<file path="src/rtl/lieat_exu_com_trapseq_if.sv">
// Interface for the trap/return sequencer: commit request, CSR file port and IFU redirect.
// The master modport is the sequencer's view; slave is the view of its environment.
interface lieat_exu_com_trapseq_if #(
    parameter int XLEN = 32
);
    logic            trap_valid;
    logic [XLEN-1:0] trap_pc;
    logic [XLEN-1:0] trap_cause;
    logic            mret_valid;
    logic            req_ready;
    logic            busy;
    logic            csr_ena;
    logic            csr_write;
    logic            csr_read;
    logic [11:0]     csr_idx;
    logic [XLEN-1:0] csr_wdata;
    logic [11:0]     csr_idx2;
    logic [XLEN-1:0] csr_wdata2;
    logic [XLEN-1:0] csr_rdata;
    logic            flush_valid;
    logic [XLEN-1:0] flush_pc;
    logic            flush_ready;

    modport master (
        input  trap_valid, trap_pc, trap_cause, mret_valid, csr_rdata, flush_ready,
        output req_ready, busy, csr_ena, csr_write, csr_read, csr_idx, csr_wdata,
               csr_idx2, csr_wdata2, flush_valid, flush_pc
    );

    modport slave (
        output trap_valid, trap_pc, trap_cause, mret_valid, csr_rdata, flush_ready,
        input  req_ready, busy, csr_ena, csr_write, csr_read, csr_idx, csr_wdata,
               csr_idx2, csr_wdata2, flush_valid, flush_pc
    );
endinterface

</file>
<file path="src/rtl/lieat_exu_com_trapseq.sv">
// Trap entry / MRET sequencer: drives a fixed mepc/mcause/mstatus/mtvec CSR
// read-modify-write sequence and then a one-shot redirect to the IFU.
module lieat_exu_com_trapseq #(
    parameter int         XLEN           = 32,
    parameter logic [1:0] MSTATUS_RSTMPP = 2'b11
) (
    input logic                     clk,
    input logic                     rst,
    lieat_exu_com_trapseq_if.master bus
);
    localparam logic [11:0] CSR_MSTATUS = 12'h300;
    localparam logic [11:0] CSR_MTVEC   = 12'h305;
    localparam logic [11:0] CSR_MEPC    = 12'h341;
    localparam logic [11:0] CSR_MCAUSE  = 12'h342;

    typedef enum logic [2:0] {
        IDLE,
        T_EPC,
        RD_ST,
        WR_ST,
        RD_TVEC,
        RD_EPC,
        REDIR
    } state_t;

    state_t          state_q, state_d;
    logic            is_trap_q;
    logic [XLEN-1:0] pc_q, cause_q, st_q, target_q;
    logic            accept;
    logic [XLEN-1:0] st_new;
    logic [XLEN-1:0] tvec_base, tvec_off, tvec_target;

    assign accept = (state_q == IDLE) & (bus.trap_valid | bus.mret_valid);

    always_ff @(posedge clk or posedge rst) begin
        if (rst) state_q <= IDLE;
        else     state_q <= state_d;
    end

    always_ff @(posedge clk or posedge rst) begin
        if (rst) begin
            is_trap_q <= 1'b0;
            pc_q      <= '0;
            cause_q   <= '0;
            st_q      <= '0;
            target_q  <= '0;
        end else begin
            if (accept) begin
                is_trap_q <= bus.trap_valid;
                pc_q      <= bus.trap_pc;
                cause_q   <= bus.trap_cause;
            end
            if (state_q == RD_ST)
                st_q <= bus.csr_rdata;
            if (state_q == RD_TVEC)
                target_q <= tvec_target;
            else if (state_q == RD_EPC)
                target_q <= {bus.csr_rdata[XLEN-1:1], 1'b0};
        end
    end

    // Vectored mode only applies to interrupts; exceptions always land on the base.
    always_comb begin
        tvec_base   = {bus.csr_rdata[XLEN-1:2], 2'b00};
        tvec_off    = {cause_q[XLEN-3:0], 2'b00};
        tvec_target = tvec_base;
        if (bus.csr_rdata[1:0] == 2'b01 && cause_q[XLEN-1])
            tvec_target = tvec_base + tvec_off;
    end

    always_comb begin
        st_new = st_q;
        if (is_trap_q) begin
            st_new[7]     = st_q[3];
            st_new[3]     = 1'b0;
            st_new[12:11] = MSTATUS_RSTMPP;
        end else begin
            st_new[3]     = st_q[7];
            st_new[7]     = 1'b1;
            st_new[12:11] = 2'b11;
        end
    end

    always_comb begin
        state_d         = state_q;
        bus.req_ready   = 1'b0;
        bus.busy        = 1'b1;
        bus.csr_ena     = 1'b0;
        bus.csr_write   = 1'b0;
        bus.csr_read    = 1'b0;
        bus.csr_idx     = 12'h000;
        bus.csr_wdata   = '0;
        bus.csr_idx2    = 12'h000;
        bus.csr_wdata2  = '0;
        bus.flush_valid = 1'b0;
        bus.flush_pc    = '0;
        case (state_q)
            IDLE: begin
                bus.req_ready = 1'b1;
                bus.busy      = 1'b0;
                if (bus.trap_valid)      state_d = T_EPC;
                else if (bus.mret_valid) state_d = RD_ST;
            end
            T_EPC: begin
                bus.csr_ena    = 1'b1;
                bus.csr_write  = 1'b1;
                bus.csr_idx    = CSR_MEPC;
                bus.csr_wdata  = {pc_q[XLEN-1:1], 1'b0};
                bus.csr_idx2   = CSR_MCAUSE;
                bus.csr_wdata2 = cause_q;
                state_d        = RD_ST;
            end
            RD_ST: begin
                bus.csr_ena  = 1'b1;
                bus.csr_read = 1'b1;
                bus.csr_idx  = CSR_MSTATUS;
                state_d      = WR_ST;
            end
            WR_ST: begin
                bus.csr_ena   = 1'b1;
                bus.csr_write = 1'b1;
                bus.csr_idx   = CSR_MSTATUS;
                bus.csr_wdata = st_new;
                state_d       = is_trap_q ? RD_TVEC : RD_EPC;
            end
            RD_TVEC: begin
                bus.csr_ena  = 1'b1;
                bus.csr_read = 1'b1;
                bus.csr_idx  = CSR_MTVEC;
                state_d      = REDIR;
            end
            RD_EPC: begin
                bus.csr_ena  = 1'b1;
                bus.csr_read = 1'b1;
                bus.csr_idx  = CSR_MEPC;
                state_d      = REDIR;
            end
            REDIR: begin
                bus.flush_valid = 1'b1;
                bus.flush_pc    = target_q;
                if (bus.flush_ready) state_d = IDLE;
            end
            default: state_d = IDLE;
        endcase
    end
endmodule

</file>
<file path="src/flat_wrapper.sv">
// flat-port wrapper written by rule: the top's interface ports become plain ports
module lieat_exu_com_trapseq_flat 
#(
    parameter int         XLEN           = 32,
    parameter logic [1:0] MSTATUS_RSTMPP = 2'b11
)
  (clk, rst, bus_trap_valid, bus_trap_pc, bus_trap_cause, bus_mret_valid, bus_csr_rdata, bus_flush_ready, bus_req_ready, bus_busy, bus_csr_ena, bus_csr_write, bus_csr_read, bus_csr_idx, bus_csr_wdata, bus_csr_idx2, bus_csr_wdata2, bus_flush_valid, bus_flush_pc);
  lieat_exu_com_trapseq_if #(.XLEN(XLEN)) bus_i ();
  input logic clk;
  input logic rst;
  input wire logic [$bits(bus_i.trap_valid)-1:0] bus_trap_valid;
  input wire logic [$bits(bus_i.trap_pc)-1:0] bus_trap_pc;
  input wire logic [$bits(bus_i.trap_cause)-1:0] bus_trap_cause;
  input wire logic [$bits(bus_i.mret_valid)-1:0] bus_mret_valid;
  input wire logic [$bits(bus_i.csr_rdata)-1:0] bus_csr_rdata;
  input wire logic [$bits(bus_i.flush_ready)-1:0] bus_flush_ready;
  output wire logic [$bits(bus_i.req_ready)-1:0] bus_req_ready;
  output wire logic [$bits(bus_i.busy)-1:0] bus_busy;
  output wire logic [$bits(bus_i.csr_ena)-1:0] bus_csr_ena;
  output wire logic [$bits(bus_i.csr_write)-1:0] bus_csr_write;
  output wire logic [$bits(bus_i.csr_read)-1:0] bus_csr_read;
  output wire logic [$bits(bus_i.csr_idx)-1:0] bus_csr_idx;
  output wire logic [$bits(bus_i.csr_wdata)-1:0] bus_csr_wdata;
  output wire logic [$bits(bus_i.csr_idx2)-1:0] bus_csr_idx2;
  output wire logic [$bits(bus_i.csr_wdata2)-1:0] bus_csr_wdata2;
  output wire logic [$bits(bus_i.flush_valid)-1:0] bus_flush_valid;
  output wire logic [$bits(bus_i.flush_pc)-1:0] bus_flush_pc;
  assign bus_i.trap_valid = bus_trap_valid;
  assign bus_i.trap_pc = bus_trap_pc;
  assign bus_i.trap_cause = bus_trap_cause;
  assign bus_i.mret_valid = bus_mret_valid;
  assign bus_i.csr_rdata = bus_csr_rdata;
  assign bus_i.flush_ready = bus_flush_ready;
  assign bus_req_ready = bus_i.req_ready;
  assign bus_busy = bus_i.busy;
  assign bus_csr_ena = bus_i.csr_ena;
  assign bus_csr_write = bus_i.csr_write;
  assign bus_csr_read = bus_i.csr_read;
  assign bus_csr_idx = bus_i.csr_idx;
  assign bus_csr_wdata = bus_i.csr_wdata;
  assign bus_csr_idx2 = bus_i.csr_idx2;
  assign bus_csr_wdata2 = bus_i.csr_wdata2;
  assign bus_flush_valid = bus_i.flush_valid;
  assign bus_flush_pc = bus_i.flush_pc;
  lieat_exu_com_trapseq #(.XLEN(XLEN), .MSTATUS_RSTMPP(MSTATUS_RSTMPP)) u_core (.clk(clk), .rst(rst), .bus(bus_i));
endmodule
</file>
<file path="config.mk">
export PLATFORM = sky130hd
export DESIGN_NAME = lieat_exu_com_trapseq_flat
export DESIGN_NICKNAME = d
export VERILOG_FILES = /design/src/rtl/lieat_exu_com_trapseq_if.sv /design/src/rtl/lieat_exu_com_trapseq.sv /design/src/flat_wrapper.sv
export SDC_FILE = /design/constraint.sdc
export NUM_CORES = 1
export LEC_CHECK = 0
export CAP_MARGIN = 10
export CORE_ASPECT_RATIO = 0.7
export CORE_MARGIN = 2
export CORE_UTILIZATION = 51
export CTS_CLUSTER_SIZE = 10
export DETAILED_ROUTE_END_ITERATION = 8
export PLACE_DENSITY = 0.86
export SYNTH_ARGS = -nofsm -noshare
export SYNTH_HDL_FRONTEND = slang
export SYNTH_SLANG_ARGS = --single-unit
</file>
<file path="constraint.sdc">
create_clock -name clk -period 7.2 [get_ports clk]
set_clock_uncertainty 0.05 [all_clocks]
set_input_delay 1.44 -clock clk [delete_from_list [all_inputs] [get_ports clk]]
set_output_delay 1.44 -clock clk [all_outputs]
set_load 0.02 [all_outputs]
</file>
# After elaboration in Yosys (flattened, before gate mapping)
# Cells that the tools add are included.
word_totals:
  reg_bits: 132
  in_bits: 101
  output_inout_bits: 126
  wordCells: 49
classes:
  add_sub_neg: 1
  eq_ne: 9
  muxes: 21
  n_bitwise: 2
  n_reduce_logical: 10
op_table:
  columns: ["op", "n"]
  rows:
  - ["2-to-1 mux 32 bit", 5]
  - ["one-hot mux 32 bit (2 select lines)", 1]
  - ["adder 32 bit", 1]
  - ["one-hot mux 10 bit (3 select lines)", 1]
  - ["one-hot mux 3 bit (6 select lines)", 1]
  - ["2-to-1 mux 10 bit", 1]
  - ["equality test 3 bit, second input constant", 3]
  - ["2-to-1 mux 1 bit", 9]
  - ["2-to-1 mux 3 bit", 3]
  - ["OR reduction 2 bit", 4]
  - ["equality test 3 x 2 -> 1 bit, second input constant", 2]
  - ["OR reduction 5 bit", 1]
  - ["equality test 3 x 1 -> 1 bit, second input constant", 1]
  - ["zero test 3 bit", 1]
  - ["inequality test 3 bit, second input constant", 1]
  - ["OR reduction 3 bit", 1]
  - ["equality test 2 x 1 -> 1 bit, second input constant", 1]
  - ["inequality test 2 bit, second input constant", 1]
  - ["AND reduction 2 bit", 1]
  - ["nonzero test 2 bit", 1]
  - ["AND 1 bit", 1]
  - ["logical AND 1 bit", 1]
  - ["OR 1 bit", 1]

# Logic depth before layout (Yosys ltp)
# Gate-level depths: netlist of the first run.
logic_depth:
  depth_word: 4
  depth_mapped: 11
  ltp_nobuf: 11

# Least setup slack after synthesis of the first run
# No wires, ideal clock.
synth_timing:
  kind: "input -> register"
  from: "input port bus_csr_rdata[2]"
  to: "register u_core.target_q[26]"
  arrival_ns: 3.650
  required_time_ns: 7.014
  setup_slack_ns: 3.364
  cell_stages: 11
  n_path_buf: 0
  path_cell_list: "ha_1 -> fa_1 -> a211oi_2 -> o21ai_1 -> a221oi_2 -> o31a_4 -> o31ai_4 -> a21o_1 -> a211o_1 -> nand2_1 -> o21ai_0"
synth_via:
  elab_chain_len: 3
synth_rtl:
  columns: ["element", "line", "source"]
  rows:
  - ["start, declared", "flat_wrapper.sv:15", "input wire logic [$bits(bus_i.csr_rdata)-1:0] bus_csr_rdata;"]
  - ["adder 32 bit", "lieat_exu_com_trapseq.sv:68", "tvec_target = tvec_base + tvec_off;"]
  - ["2-to-1 mux 32 bit", "lieat_exu_com_trapseq.sv:67", "if (bus.csr_rdata[1:0] == 2'b01 && cause_q[XLEN-1])"]
  - ["2-to-1 mux 32 bit", "lieat_exu_com_trapseq.sv:55", "if (state_q == RD_TVEC)"]
  - ["end signal, assigned", "lieat_exu_com_trapseq.sv:56", "target_q <= tvec_target;"]
  - ["end signal, assigned", "lieat_exu_com_trapseq.sv:58", "target_q <= {bus.csr_rdata[XLEN-1:1], 1'b0};"]
  - ["end, declared", "lieat_exu_com_trapseq.sv:28", "logic [XLEN-1:0] pc_q, cause_q, st_q, target_q;"]
# Every way passes these cells.
# A chain may end at the register's enable or synchronous reset.

# Final worst setup path of the first run
layout_timing:
  from: "register u_core.state_q[1]"
  to: "output port bus_csr_wdata[25]"
layout_via:
  elab_chain_len: 2
  elab_cells_between_ends: 3
  cone_classes: "eq/ne (2); mux (1)"
layout_rtl:
  columns: ["element", "line", "source"]
  rows:
  - ["start, declared", "lieat_exu_com_trapseq.sv:26", "state_t state_q, state_d;"]
  - ["start signal, assigned", "lieat_exu_com_trapseq.sv:37", "else state_q <= state_d;"]
  - ["equality test 3 x 2 -> 1 bit / equality test 3 x 1 -> 1 bit (equally long branches)", "lieat_exu_com_trapseq.sv:97", "case (state_q)"]
  - ["one-hot mux 32 bit (2 select lines) *", "lieat_exu_com_trapseq.sv:97", null]
  - ["end, declared", "flat_wrapper.sv:23", "output wire logic [$bits(bus_i.csr_wdata)-1:0] bus_csr_wdata;"]
# Every way passes the cells marked *; elsewhere a longest branch is shown, timed or not.

==> impl_metrics.py, run 1 <==
metrics = {
    "synth": {
        "yosys.area.top_type_share": 0.434,
        "ys_top_cells_by_area": "dfrtp_1 (43%), mux2_2 (13%), and2_1 (5.8%)",
        "synth-compound-area-share": 0.152,
        "synth.avg_cell_area_sq_um": 10.3,
        "synth.mux.area_fraction": 0.142,
        "yosys.area_share.simple": 0.143,
        "post_synth_fa_ha_maj_area_fraction": 0.0519,
        "synth_enable_flop_cells": 0,
        "main_combinational_cell_family_by_area_after_synthesis": "compound AO/OA/AOI/OAI gates",
        "yosys.area_share.xor_xnor": 0.0285,
        "yosysSeqAreaShare": 0.434,
        "syn-cell-area_sq_mm": 0.00738,
        "instance_count_of_the_mapped_netlist": 716,
        "synthDistinctLibCells": 58,
        "ys.flop_type": "dfrtp_1",
        "synthesis.yosys.warnings": 0,
        "ys_ff_latch": 128,
        "postSynth.asyncResetShare": 1.00,
        "synth_top_cell_by_area": "dfrtp_1",
    },
    "timing": {
        "totalNegativeSetupSlack_ns": 0,
        "maxClockFrequency_ghz": 0.220,
        "rsz_0062_raised_after_global_routing": "no",
        "final.period_utilization": 0.633,
        "minimum_clock_period_after_layout_ns": 4.55,
        "number_of_failing_setup_endpoints_in_the_final_timing_report": 0,
        "report.final.slew_viol_count": 0,
        "max-slew-margin-rel": 0.417,
        "worst-slew-pin-transition_ns": 0.872,
        "final_hold_violations": 0,
    },
    "layout": {
        "layout.cell_area.non_filler_sq_mm": 0.0102,
        "final_layout_size_suffix_gt1_frac": 0.161,
        "most_common_cell_after_layout_fill_and_taps_aside": "clkdlybuf4s50_1",
        "count_of_filler_cells_inserted_in_the_layout": 1009,
        "number_of_nets_in_the_layout": 1040,
        "areaGrowthSynthToFinish_pct": 38.1,
        "layout_common_cells": "clkdlybuf4s50_1 (209), dfrtp_1 (128), mux2_2 (88)",
        "antenna_cells": 0,
    },
    "worst_setup_path": {
        "worst-path-buf-inv": 2,
        "cp_cell_sequence": "nand2b_1 -> nor2_4 -> buf_4 -> a22o_1 -> clkdlybuf4s50_1",
        "r2r_slack_ns": 3.84,
        "critPathCaptureType": "primary output",
        "cp_slowest_cell": "clkdlybuf4s50_1",
        "worstPathRequired_ns": 5.71,
        "worst-setup-path-type": "register to primary output",
        "cpLargestDelayFamily": "buffers and inverters",
        "cp_max_fo": 44,
        "cp_data_arrival_time_ns": 3.06,
        "critical_path.reg2reg.endpoint": "u_core.pc_q[30]",
        "regToRegStartpoint": "u_core.state_q[1]",
        "worst_r2r_path_depth": 5,
        "setup.worst_path.start_class": "register",
        "critical-path-max-stage-delay_ns": 0.61,
    },
    "cts": {
        "cts_hold_buf": 0,
        "postCtsSetupRepairBufs": 0,
        "ctsRootBufferMaster": "clkbuf_16",
        "clk_latency_ns": 0.41,
        "clock_sinks": 128,
        "cts_max_path_buffers": 2,
        "clkSlewWorstSetupHoldPaths_ns": 0.06,
        "cts_tree": "yes",
        "numCtsBuffers": 17,
        "resized_cells_post_cts": 0,
        "h_tree_depth": 4,
    },
    "global_routing": {
        "grt_met1_use": 0.367,
        "grt_overflow": 0,
        "groute.layer.met2.usage": 0.449,
        "gr-usage-met3": 0.0694,
        "grt_pass1_wl_microns": 33500,
        "track_usage": 0.277,
        "grt_pass1_vias": 6222,
        "grt-busiest-layer": "met2",
        "grt_start_max_net_pins": 78,
        "grt_antenna_before_repair": 0,
    },
    "route": {
        "dr_vias_cell": 5.61,
        "firstDrtPassIters": 5,
        "detail_route.wirelength_microns": 21100,
        "route.vias.total": 6238,
        "remaining_drc_errors": 0,
        "antenna_left": 0,
        "drt-wirelength-per-cell_microns": 19.0,
        "dr.first_iter.drc_count": 417,
    },
    "floorplan": {
        "initial_cell_density_of_the_core": 0.527,
        "die_h_microns": 105,
        "design.portCount": 227,
        "chipWidth_microns": 148,
        "core_area_sq_mm": 0.0140,
        "placement_rows": 36,
        "design.die.area_sq_mm": 0.0155,
    },
    "worst_hold_path": {
        "min-delay-path-class": "register to register",
        "worst_hold_startpoint": "u_core.target_q[1]",
        "worstHoldPathCells": 2,
        "min_to": "u_core.target_q[1]",
    },
    "pwr": {
        "power_per_cell_area_mw_per_mm2": 469,
        "vdd.ir_drop.worst_uv": 210,
        "cellLeakagePower_nw": 4.34,
    },
    "status": {
        "status": "completed",
    },
    "job": {
        "drv.max_cap_violation_count": 0,
    },
    "placement": {
        "hpwl_microns": 14800,
        "placement.io_buffers": 209,
        "place_congestion": 0.886,
        "dpl_cell_area_sq_mm": 0.00957,
    },
}
-- power breakdown --
part	internal (mW)	total (mW)	switching (mW)
Clock	0.592	0.925	0.333
Sequential	1.09	1.37	0.275
Combinational	1.22	2.49	1.28
Total	2.90	4.78	1.88
-- layer usage --
layer | part of all wire | vias up
met4 | 0.019 | 0
met5 | 0 | -
met2 | 0.47 | 260
met1 | 0.44 | 3052
met3 | 0.072 | 25
li1 | - | 2901
-- worst min-delay path, delay by kind of cell, from the launching register on --
family | cells | cell delay [ns]
and+or+nand+nor | 2 | 0.10
DFF | 1 | 0.34
-- synth_stat cells, types with 13 or more instances --
cell type  number
clkbuf_1       31
xnor2_1        13
and2_1         69
dfrtp_1       128
nand2_1        43
a22o_1         30
ha_1           29
o21ai_0        26
buf_4          20
nor2_1         41
a21oi_1        52
mux2_2         88
-- per-stage QoR --
| stage | hold slack [ns] | utilization | std cells | setup slack, ns | total power [mW] |
|---|---|---|---|---|---|
| global placement | 0.404 | 0.683 | 1080 | 2.52 | 3.75 |
| global route | 0.446 | 0.728 | 1112 | 2.44 | 5.07 |
| detailed placement | 0.411 | 0.683 | 1080 | 2.54 | 3.84 |
| floorplan | 0.380 | - | 731 | 2.30 | 2.98 |
| finish | 0.419 | 0.728 | 1112 | 2.65 | 4.78 |
| CTS | 0.415 | 0.728 | 1112 | 2.65 | 4.79 |
-- worst max path at each step --
stage	depth (start not counted)	from	slack (ns)	end
after floorplan	1	rst	2.30	u_core.cause_q[0]
after global placement	12	bus_csr_rdata[2]	2.52	u_core.target_q[28]
after detailed placement	12	bus_csr_rdata[2]	2.54	u_core.target_q[28]
after CTS	5	u_core.state_q[1]	2.65	bus_csr_wdata[25]
after global routing	5	u_core.state_q[1]	2.44	bus_csr_wdata[25]
final	5	u_core.state_q[1]	2.65	bus_csr_wdata[25]
-- cell type report --
cell class / count / area [sq um] / area share
Multi-Input combinational cell: 532 / 3910 / 0.384
Tap cell: 190 / 238 / 0.0233
Timing Repair Buffer: 219 / 2170 / 0.213
Clock inverter: 12 / 181 / 0.0178
Sequential cell: 128 / 3200 / 0.314
Inverter: 11 / 46.3 / 0.00454
Clock buffer: 20 / 447 / 0.0438
-- cell families (layout without fill, tap and decap cells) --
kind of cell | count (synthesis) | in the layout
and+or+nand+nor | 203 | 203
AOI/OAI and AO/OA | 166 | 166
DFF | 128 | 128
muxes | 93 | 93
buffers and inverters | 71 | 262
adders and majority gates | 30 | 30
xor gates and xnor gates | 24 | 24
other | 1 | 16
-- flip-flops by register name (all words and copies together) (netlist names) --
| name | flops |
|---|---|
| u_core.pc_q | 31 |
| u_core.cause_q | 32 |
| u_core.st_q | 30 |
| u_core.is_trap_q | 1 |
| u_core.target_q | 31 |
| u_core.state_q | 3 |
(Power assumes the default switching activity.)
==> run 2, diff against run 1 <==
- CORE_UTILIZATION: 51 -> 43
- PLACE_DENSITY: 0.86 -> 0.77
- clock period: 7.2 -> 3.91 ns (I/O delays scaled with it)
==> impl_metrics.py, run 2 (synthesis results as in run 1) <==
metrics = {
    "route": {
        "dr.first_iter.drc_count": 318,
        "route.vias.total": 6103,
        "firstDrtPassIters": 5,
        "detail_route.wirelength_microns": 20600,
        "dr_vias_cell": 5.25,
        "drt-wirelength-per-cell_microns": 17.7,
        "remaining_drc_errors": 0,
        "antenna_left": 0,
    },
    "global_routing": {
        "grt_overflow": 0,
        "grt_antenna_before_repair": 0,
        "grt_start_max_net_pins": 64,
        "track_usage": 0.230,
        "grt_pass1_vias": 6067,
        "grt_pass1_wl_microns": 32700,
    },
    "worst_setup_path": {
        "setup.worst_path.start_class": "register",
        "regToRegStartpoint": "u_core.cause_q[0]",
        "crit_start": "u_core.state_q[0]",
        "worst_r2r_path_depth": 11,
        "crit_path_end": "bus_csr_wdata[15]",
        "critPathCaptureType": "primary output",
        "cp_data_arrival_time_ns": 2.69,
        "cp_max_fo": 29,
        "worst-setup-path-type": "register to primary output",
        "r2r_slack_ns": 0.88,
        "worstPathRequired_ns": 3.08,
        "critical_path.reg2reg.endpoint": "u_core.target_q[30]",
    },
    "timing": {
        "fin_ws_ns": 0.386,
        "worst-slew-pin-transition_ns": 0.903,
        "totalNegativeSetupSlack_ns": 0,
        "maxClockFrequency_ghz": 0.284,
        "number_of_failing_setup_endpoints_in_the_final_timing_report": 0,
        "report.final.slew_viol_count": 0,
        "finalHoldWorstSlack_ns": 0.409,
        "final.period_utilization": 0.901,
        "rsz_0062_raised_after_global_routing": "no",
        "max-slew-margin-rel": 0.397,
        "final_hold_violations": 0,
        "minimum_clock_period_after_layout_ns": 3.52,
    },
    "pwr": {
        "power_per_cell_area_mw_per_mm2": 836,
        "cellLeakagePower_nw": 4.36,
        "vdd.ir_drop.worst_uv": 399,
    },
    "cts": {
        "h_tree_depth": 4,
        "postCtsSetupRepairBufs": 0,
        "ctsRootBufferMaster": "clkbuf_16",
        "clock_sinks": 128,
        "numCtsBuffers": 17,
        "clkSlewWorstSetupHoldPaths_ns": 0.05,
        "cts_max_path_buffers": 2,
        "cts_hold_buf": 0,
        "cts_tree": "yes",
        "clk_latency_ns": 0.42,
        "resized_cells_post_cts": 0,
    },
    "worst_hold_path": {
        "min-delay-path-class": "register to register",
        "worst_hold_startpoint": "u_core.target_q[1]",
    },
    "layout": {
        "top_regs": "u_core.cause_q (32), u_core.pc_q (31), u_core.target_q (31)",
        "top_register": "u_core.cause_q",
        "antenna_cells": 0,
        "areaGrowthSynthToFinish_pct": 39.5,
        "post_layout_nonfiller_instances": 1163,
        "largest_register_ff_count": 32,
        "final_layout_size_suffix_gt1_frac": 0.172,
        "layout_common_cells": "clkdlybuf4s50_1 (209), dfrtp_1 (128), mux2_2 (88)",
        "number_of_nets_in_the_layout": 1050,
        "most_common_cell_after_layout_fill_and_taps_aside": "clkdlybuf4s50_1",
    },
    "placement": {
        "place_congestion": 0.817,
        "hpwl_microns": 14900,
        "placement.io_buffers": 209,
        "place_inst": 1131,
        "dp_worst_setup_slack_ns": 0.0323,
    },
    "status": {
        "status": "completed",
    },
    "floorplan": {
        "design.die.area_sq_mm": 0.0182,
        "chipWidth_microns": 161,
        "die_h_microns": 114,
        "design.portCount": 227,
        "core_area_sq_mm": 0.0170,
        "initial_cell_density_of_the_core": 0.435,
        "placement_rows": 40,
    },
    "job": {
        "drv.max_cap_violation_count": 0,
    },
}
## run 2: stage by stage
| step | instance area, sq um | util | power [mW] |
|---|---|---|---|
| final | 10300 | 0.607 | 8.61 |
| after global routing | 10300 | 0.607 | 9.19 |
| after CTS | 10300 | 0.607 | 8.66 |
| after detailed placement | 9730 | 0.574 | 7.11 |
| after global placement | 9730 | 0.574 | 7.01 |
| after floorplan | 7440 | - | 5.49 |
## run 2: worst max-delay path, cell delays in order, from the launching register on
cell and delay, ns:
dfrtp_1 0.61, nand2b_1 0.22, inv_1 0.13, and2_1 0.13
buf_4 0.34, a22o_1 0.18, clkdlybuf4s50_1 0.66
## run 2: final cells by class
cell class / count / area [sq um]
multi-input cells: 532 / 3910
repair buffers: 229 / 2280
clock buffers: 19 / 453
inverters: 11 / 45.0
well taps: 231 / 289
flip-flops and latches: 128 / 3200
clock inverters: 13 / 114
fillers: 1434 / 6670
## run 2: worst min-delay path by stage
stage                              end  slack, ns  cells past startpoint
floorplan           u_core.target_q[1]       0.38                      2
global placement    u_core.target_q[1]       0.40                      2
detailed placement  u_core.target_q[1]       0.40                      2
CTS                 u_core.target_q[1]       0.41                      2
global route        u_core.target_q[1]       0.44                      2
finish              u_core.target_q[1]       0.41                      2
## run 2: per-layer routing
metal / wire length [microns] / vias up / track usage / part of all wire
met5: 0 / - / 0 / 0
met4: 198 / 0 / 0.0607 / 0.0096
met3: 1580 / 15 / 0.0596 / 0.077
met2: 9410 / 215 / 0.373 / 0.46
met1: 9380 / 2967 / 0.309 / 0.46
li1: - / 2906 / - / -
## run 2: report_power, final
| group | total, mW | switching [mW] | internal (mW) |
|---|---|---|---|
| Clock | 1.51 | 0.600 | 0.905 |
| Sequential | 2.52 | 0.504 | 2.01 |
| Combinational | 4.59 | 2.30 | 2.28 |
| Total | 8.61 | 3.41 | 5.20 |
==> run 3, diff against run 2 <==
- ABC_CLOCK_PERIOD_IN_PS: not set -> 4200
- CORE_UTILIZATION: 43 -> 51
- PLACE_DENSITY: 0.77 -> 0.86
- clock period: 3.91 -> 4.2 ns (I/O delays scaled with it)
==> impl_metrics.py, run 3 (synthesis results as in run 1) <==
metrics = {
    "floorplan": {
        "initial_cell_density_of_the_core": 0.527,
        "die_h_microns": 105,
        "design.die.area_sq_mm": 0.0155,
        "core_area_sq_mm": 0.0140,
        "chipWidth_microns": 148,
        "placement_rows": 36,
        "design.portCount": 227,
    },
    "cts": {
        "clk_latency_ns": 0.41,
        "clkSlewWorstSetupHoldPaths_ns": 0.05,
        "ctsRootBufferMaster": "clkbuf_16",
        "numCtsBuffers": 17,
        "h_tree_depth": 4,
        "clock_sinks": 128,
        "cts_hold_buf": 0,
        "cts_max_path_buffers": 2,
        "resized_cells_post_cts": 0,
        "postCtsSetupRepairBufs": 0,
        "cts_tree": "yes",
    },
    "layout": {
        "layout_common_cells": "clkdlybuf4s50_1 (209), dfrtp_1 (128), mux2_2 (88)",
        "final_layout_size_suffix_gt1_frac": 0.166,
        "top_register": "u_core.cause_q",
        "antenna_cells": 0,
        "areaGrowthSynthToFinish_pct": 38.3,
        "most_common_cell_after_layout_fill_and_taps_aside": "clkdlybuf4s50_1",
        "largest_register_ff_count": 32,
        "layout.cell_area.non_filler_sq_mm": 0.0102,
        "top_regs": "u_core.cause_q (32), u_core.pc_q (31), u_core.target_q (31)",
        "number_of_nets_in_the_layout": 1045,
        "count_of_filler_cells_inserted_in_the_layout": 1004,
    },
    "worst_setup_path": {
        "cp_slowest_cell": "clkdlybuf4s50_1",
        "worstPathRequired_ns": 4.44,
        "cp_cell_sequence": "clkdlybuf4s50_1 -> ha_1 -> fa_1 -> a211oi_2 -> o21ai_1 -> a221oi_2 -> o31a_4 -> o31ai_4 -> a31oi_2 -> a21oi_1 -> xnor2_1 -> o21ai_1",
        "worst-setup-path-type": "primary input to register",
        "cpLargestDelayFamily": "compound AO/OA/AOI/OAI gates",
        "cp_data_arrival_time_ns": 4.03,
        "critical-path-max-stage-delay_ns": 0.48,
        "worst-path-buf-inv": 1,
        "critPathCaptureType": "register",
        "cp_common_cell": "o21ai_1",
        "cp_max_fo": 3,
        "setup.worst_path.start_class": "primary input",
    },
    "route": {
        "detail_route.wirelength_microns": 21300,
        "antenna_left": 0,
        "drt-wirelength-per-cell_microns": 19.1,
        "remaining_drc_errors": 0,
        "route.vias.total": 6240,
        "dr.first_iter.drc_count": 435,
        "firstDrtPassIters": 5,
        "dr_vias_cell": 5.59,
    },
    "global_routing": {
        "grt_antenna_before_repair": 0,
        "grt_pass1_vias": 6208,
        "grt_pass1_wl_microns": 33500,
        "track_usage": 0.277,
        "grt_overflow": 0,
        "grt_start_max_net_pins": 61,
    },
    "timing": {
        "totalNegativeSetupSlack_ns": 0,
        "maxClockFrequency_ghz": 0.264,
        "rsz_0062_raised_after_global_routing": "no",
        "number_of_failing_setup_endpoints_in_the_final_timing_report": 0,
        "minimum_clock_period_after_layout_ns": 3.79,
        "max-slew-margin-rel": 0.473,
        "final.period_utilization": 0.903,
        "report.final.slew_viol_count": 0,
        "worst-slew-pin-transition_ns": 0.791,
        "final_hold_violations": 0,
    },
    "pwr": {
        "cellLeakagePower_nw": 4.34,
        "vdd.ir_drop.worst_uv": 414,
        "power_per_cell_area_mw_per_mm2": 802,
    },
    "placement": {
        "placement.io_buffers": 209,
        "hpwl_microns": 14900,
        "dpl_cell_area_sq_mm": 0.00962,
        "place_congestion": 0.880,
    },
    "status": {
        "status": "completed",
    },
    "job": {
        "drv.max_cap_violation_count": 0,
    },
    "worst_hold_path": {
        "min-delay-path-class": "register to register",
    },
}
==> run 3: changes by cell type in the layout (fill, tap and decap cells not counted), sizes merged <==
cell    change
buf         -5
bufinv      +2
clkbuf      -2
clkinv      -2
inv         +1
==> run 3: worst register-to-register path, cell delays in order (launching register included) <==
cell	delay, ns
dfrtp_1	0.40
ha_1	0.22
fa_1	0.47
a211oi_2	0.36
o21ai_1	0.13
a221oi_2	0.46
o31a_4	0.22
o31ai_4	0.10
a31oi_2	0.31
a21oi_1	0.13
xnor2_1	0.20
o21ai_1	0.09
==> run 3: area by class of cell <==
type / count / area, sq um / area share
Clock inverter: 14 / 165 / 0.0162
Timing Repair Buffer: 224 / 2220 / 0.217
Sequential cell: 128 / 3200 / 0.314
Multi-Input combinational cell: 532 / 3910 / 0.383
Tap cell: 190 / 238 / 0.0233
Inverter: 11 / 45.0 / 0.00441
Clock buffer: 17 / 425 / 0.0417
==> run 3: final timing paths <==
| kind | depth (start not counted) | slack (ns) | start | end |
|---|---|---|---|---|
| setup / recovery | 12 | 0.41 | bus_csr_rdata[2] | u_core.target_q[28] |
| hold / removal | 2 | 0.41 | u_core.target_q[1] | u_core.target_q[1] |
| setup reg to reg | 11 | 0.95 | u_core.cause_q[0] | u_core.target_q[28] |
| hold reg to reg | 2 | 0.41 | u_core.target_q[1] | u_core.target_q[1] |
| max in group asynchronous | 3 | 2.37 | rst | u_core.target_q[23] |
| min in group asynchronous | 2 | 0.69 | rst | u_core.target_q[11] |
==> run 3: per-stage QoR <==
| step | worst slack (ns) | hold slack [ns] | utilization | total power, mW | std cells |
|---|---|---|---|---|---|
| 3_3_place_gp | 0.184 | 0.393 | 0.686 | 6.46 | 1085 |
| 5_1_grt | 0.311 | 0.442 | 0.729 | 8.65 | 1116 |
| 2_1_floorplan | 0.964 | 0.380 | - | 5.11 | 731 |
| 6_report | 0.408 | 0.413 | 0.729 | 8.18 | 1116 |
| 4_1_cts | 0.424 | 0.414 | 0.729 | 8.17 | 1116 |
| 3_5_place_dp | 0.161 | 0.402 | 0.686 | 6.60 | 1085 |
==> run 3: metal layers <==
| metal | wire length (microns) | vias to the layer above | track usage | part of all wire |
|---|---|---|---|---|
| met4 | 388 | 0 | 0.0927 | 0.018 |
| met5 | 0 | - | 0 | 0 |
| met1 | 9600 | 3049 | 0.382 | 0.45 |
| li1 | - | 2899 | - | - |
| met3 | 1570 | 40 | 0.0686 | 0.074 |
| met2 | 9710 | 252 | 0.428 | 0.46 |
==> run 3: report_power, final <==
part | switching [mW] | total (mW) | internal [mW] | leakage (nW)
clock network | 0.574 | 1.50 | 0.928 | 0.277
logic | 2.25 | 4.36 | 2.11 | 2.55
registers | 0.441 | 2.32 | 1.87 | 1.51
total | 3.27 | 8.18 | 4.91 | 4.34
